--- config.mk ---
export PLATFORM = sky130hd
export DESIGN_NAME = tour_cmd
export DESIGN_NICKNAME = d
export VERILOG_FILES = /design/src/rtl/tour_cmd.sv
export SDC_FILE = /design/constraint.sdc
export NUM_CORES = 1
export LEC_CHECK = 0
export BUFFER_PORTS_ARGS = -buffer_cell sky130_fd_sc_hd__buf_2
export CAP_MARGIN = 20
export CORE_MARGIN = 3
export CORE_UTILIZATION = 30
export CTS_CLUSTER_DIAMETER = 50
export DETAILED_ROUTE_END_ITERATION = 16
export GPL_TIMING_DRIVEN = 1
export PLACE_DENSITY = 0.67
export SYNTH_ARGS = -nofsm -noshare
export SYNTH_HDL_FRONTEND = slang
export SYNTH_SLANG_ARGS = --single-unit
--- constraint.sdc ---
create_clock -name clk -period 1.9 [get_ports clk]
set_input_delay 0.38 -clock clk [delete_from_list [all_inputs] [get_ports clk]]
set_output_delay 0.38 -clock clk [all_outputs]
set_load 0.1 [all_outputs]
--- src/rtl/tour_cmd.sv ---
// ---------------------------------------------------------------------------
// tour_cmd
//   Sequences a solved knight's tour into motion commands. When idle, it
//   forwards the UART command path. On start_tour it walks the 24 stored
//   moves. For each move it issues a vertical command, waits for it to
//   complete, then issues a horizontal command and waits again.
//
// Ports
//   clk, rst_n     clock, asynchronous active-low reset
//   start_tour     pulse: solver has a tour ready
//   move[7:0]      one-hot knight move at mv_indx (combinational read)
//   mv_indx[4:0]   index of the move currently being read (0..23)
//   cmd_UART[15:0] command from the UART path
//   cmd_rdy_UART   UART command valid
//   clr_cmd_rdy    pulse: downstream accepted the current command
//   send_resp      pulse: downstream finished the current command
//   cmd[15:0]      {opcode[15:12], heading[11:4], count[3:0]}
//   cmd_rdy        cmd valid
//   resp[7:0]      response byte back to the UART path
// ---------------------------------------------------------------------------
module tour_cmd (
    input  logic        clk,
    input  logic        rst_n,
    input  logic        start_tour,
    input  logic [7:0]  move,
    output logic [4:0]  mv_indx,
    input  logic [15:0] cmd_UART,
    input  logic        cmd_rdy_UART,
    input  logic        clr_cmd_rdy,
    input  logic        send_resp,
    output logic [15:0] cmd,
    output logic        cmd_rdy,
    output logic [7:0]  resp
);

    localparam logic [4:0] LAST_INDX = 5'd23;

    typedef enum logic [2:0] {IDLE, VERT, WAIT_V, HORZ, WAIT_H} state_t;

    state_t      state_q, state_d;
    logic [4:0]  mv_indx_q, mv_indx_d;

    logic signed [2:0] x_off, y_off;
    logic [2:0]        x_mag, y_mag;
    logic [15:0]       vert_cmd, horz_cmd;

    // Lowest set bit wins; a zero move decodes to a zero offset.
    always_comb begin
        x_off = '0;
        y_off = '0;
        casez (move)
            8'b???????1: begin x_off = -3'sd1; y_off =  3'sd2; end
            8'b??????10: begin x_off =  3'sd1; y_off =  3'sd2; end
            8'b?????100: begin x_off = -3'sd2; y_off =  3'sd1; end
            8'b????1000: begin x_off = -3'sd2; y_off = -3'sd1; end
            8'b???10000: begin x_off = -3'sd1; y_off = -3'sd2; end
            8'b??100000: begin x_off =  3'sd1; y_off = -3'sd2; end
            8'b?1000000: begin x_off =  3'sd2; y_off =  3'sd1; end
            8'b10000000: begin x_off =  3'sd2; y_off = -3'sd1; end
            default:     begin x_off = '0;     y_off = '0;     end
        endcase
    end

    assign x_mag = x_off[2] ? 3'(-x_off) : 3'(x_off);
    assign y_mag = y_off[2] ? 3'(-y_off) : 3'(y_off);

    // Zero offset falls through to heading 8'h00 for both axes.
    assign vert_cmd = {4'h2, (y_off[2] ? 8'hFF : 8'h00), {1'b0, y_mag}};
    assign horz_cmd = {4'h3,
                       (x_off[2] ? 8'hBF : ((x_off != 3'sd0) ? 8'h3F : 8'h00)),
                       {1'b0, x_mag}};

    always_ff @(posedge clk or negedge rst_n) begin
        if (!rst_n) begin
            state_q   <= IDLE;
            mv_indx_q <= '0;
        end else begin
            state_q   <= state_d;
            mv_indx_q <= mv_indx_d;
        end
    end

    always_comb begin
        state_d   = state_q;
        mv_indx_d = mv_indx_q;
        cmd       = cmd_UART;
        cmd_rdy   = cmd_rdy_UART;
        resp      = 8'h5A;
        case (state_q)
            IDLE: begin
                resp = 8'hA5;
                if (start_tour) begin
                    state_d   = VERT;
                    mv_indx_d = '0;
                end
            end
            VERT: begin
                cmd     = vert_cmd;
                cmd_rdy = 1'b1;
                if (clr_cmd_rdy) state_d = WAIT_V;
            end
            WAIT_V: begin
                cmd     = vert_cmd;
                cmd_rdy = 1'b0;
                if (send_resp) state_d = HORZ;
            end
            HORZ: begin
                cmd     = horz_cmd;
                cmd_rdy = 1'b1;
                if (clr_cmd_rdy) state_d = WAIT_H;
            end
            WAIT_H: begin
                cmd     = horz_cmd;
                cmd_rdy = 1'b0;
                if (mv_indx_q == LAST_INDX) resp = 8'hA5;
                if (send_resp) begin
                    if (mv_indx_q == LAST_INDX) begin
                        state_d = IDLE;
                    end else begin
                        state_d   = VERT;
                        mv_indx_d = mv_indx_q + 5'd1;
                    end
                end
            end
            default: state_d = IDLE;
        endcase
    end

    assign mv_indx = mv_indx_q;

endmodule

==> qor.csv <==
metric,value,unit
status,"finished, violations left",
violations,negative setup slack,
root_buffer,clkbuf_4,
start_kind,primary input,
portBuffers,59,
layout-drive-gt1-share,0.735,
dp_hpwl,2.56,mm
routed_via_density,5.51,
fin_skew,0.00343,ns
cts_tree,built,
grt_use_total,0.199,
clkTransAtPathRegs,0.06,ns
crit_type,in2out,
cts_made_buffers,3,
synth_top_cell_area_share,0.217,
core_region_area,2850,um^2
grt_max_degree,14,
fin_crit,2.49,ns
cp.arrival,2.11,ns
setup_viol,24,
crit_path_max_incr_delay,0.34,ns
critPathTopFamily,compound AO/OA/AOI/OAI gates,
initial_core_util,0.324,
synth-main-ff-cell,dfrtp_1,
worstPathCellList,"buf_8, nor4_4, nor2_2, a31oi_1, ha_2, o21ai_2, a32oi_2, buf_12, nand2_4, buf_12",
syn_area_per_cell,8.04,um^2
area_growth,143,%
drtAntennaViolNets,0,
gp_congestion,0.838,
num_antenna_cells,0,
synthTopCellsByArea,"dfrtp_1 (22%), nand2_1 (7.3%), buf_4 (5.7%), ha_1 (4.1%), xor2_1 (3.8%)",
firstDrtPassIters,4,
utilization,0.789,
die_width,61.5,um
io_pins,60,
drv_cap,0,
synth_fp_nets,148,
cts_htree_levels,1,
slowest_stage,nor4_4,
synth_area,925,um^2
post-route-drc-count,0,
async_flop_share,1.00,
insertion_delay,0.27,ns
cts_buffer_depth,2,
yosysTopAreaCell,dfrtp_1,
antenna_found_initial,0,
die_y,61.5,um
via_count,1295,
placement_rows,19,
ys_warn_count,0,
grt_overflow,0,
grt_pass1_vias,1182,
synth_cells,115,
rsz0062_at_grt,true,
min_path_type,in2reg,
ys_seq_area_frac,0.217,
fin_ws,-0.590,ns
slew_headroom,0.658,
hold_viol,0,
ys_seq_elements,8,
end_kind,output pin,
routedWlPerCell,18.6,um
clock.fmax,0.402,GHz
initialDrtViolationCount,68,
worst-path-max-fanout,6,
post-route-period-util,1.31,
grt_pass1_wl,5.61,mm
fin_nets,238,
die_area,3780,um^2
worstPathRequired,1.52,ns
cp_common_cell,buf_12,
cp_num_buf_inv,3,
synth_edf_count,0,
worstMarginPinSlew,0.506,ns
numClockSinks,8,
synth_common_cells,"nand2_1 (18), dfrtp_1 (8), nor2_1 (8)",
synth.most_common_cell,nand2_1,
ys_types,45,
r2r_slack,0.25,ns
routed_wl,4.36,mm
slew_violations,0,
[layer usage]
metal / vias to the layer above / GRT usage / wire length (um)
met5: - / 0 / 0
met4: 0 / 0.0273 / 158
met3: 14 / 0.0356 / 332
met2: 79 / 0.416 / 2430
met1: 609 / 0.204 / 1440
li1: 593 / - / -
[metrics by stage]
step	TNS [ns]	cell area (um^2)	instances	hold slack (ns)	setup WS, ns
after global routing	-9.28	2250	235	0.452	-0.660
after floorplan	-8.38	1120	115	0.0844	-1.03
final	-7.79	2250	235	0.425	-0.590
after global placement	-3.67	1760	215	0.230	-0.459
after detailed placement	-4.38	1760	215	0.231	-0.544
after CTS	-5.44	2070	227	0.424	-0.404
[flip-flops by register name, summed over array words and instances (netlist names)]
signal and cells:
state_q 3, mv_indx 5
[layout by cell type (no fill, tap or decap), drive strengths merged, types with 2 or more instances in the layout]
master and instances:
inv 3, nor2b 2, nor3 3, and3 3, clkbuf 5, o21ai 6
a32oi 2, nand2b 3, a221o 2, ha 3, dfrtp 8, a22o 3
nand3 3, buf 94, nand2 18, a22oi 2, a21oi 4, xor2 5
a31oi 2, nor2 10, and2 5
[final cells by class]
type                            count  area [um^2]
Timing Repair Buffer               96         1070
Multi-Input combinational cell     92          877
Fill cell                         157          602
Sequential cell                     8          215
Tap cell                           31         38.8
Clock buffer                        4         26.3
Inverter                            4         18.8
[worst paths after layout]
kind                            cells after the start                      to                    from
min in group asynchronous                           2  mv_indx[2]$_DFFE_PN0P_                   rst_n
worst max-delay path                               10                  cmd[4]                 move[3]
worst min-delay path                                3  state_q[2]$_DFFE_PN0P_             clr_cmd_rdy
worst max register to register                      7  mv_indx[0]$_DFFE_PN0P_  state_q[0]$_DFFE_PN0P_
worst min register to register                      2  mv_indx[3]$_DFFE_PN0P_  mv_indx[3]$_DFFE_PN0P_
max in group asynchronous                           2  mv_indx[1]$_DFFE_PN0P_                   rst_n
[what timing repair did]
| item | 4_1_cts | 5_1_grt |
|---|---|---|
| setup endpoints to repair | 25 | 25 |
| hold buffers | 1 | 0 |
| setup buffers | 7 | 9 |
| gates resized for setup | 51 | 22 |
| pin swaps | 13 | 16 |
| hold endpoints to repair | 8 | 0 |
[worst min-delay path, cell delays in order]
cell and delay (ns):
buf_2 0.10, nand2_1 0.08, o21ai_0 0.08
[cell families (layout without fill, tap and decap cells)]
family / count (synthesis) / after routing / synth area share
multiplexers: 2 / 2 / 0.0230
XOR/XNOR: 6 / 6 / 0.0731
buffers and inverters: 15 / 104 / 0.107
flip-flops: 8 / 8 / 0.217
AO/OA/AOI/OAI: 28 / 28 / 0.218
AND/OR/NAND/NOR: 53 / 53 / 0.322
adder cells (fa/ha/maj): 3 / 3 / 0.0406
Power is left out: the tool's default activity adds up to more than one toggle a clock period on the data nets, which glitch-free logic cannot reach.
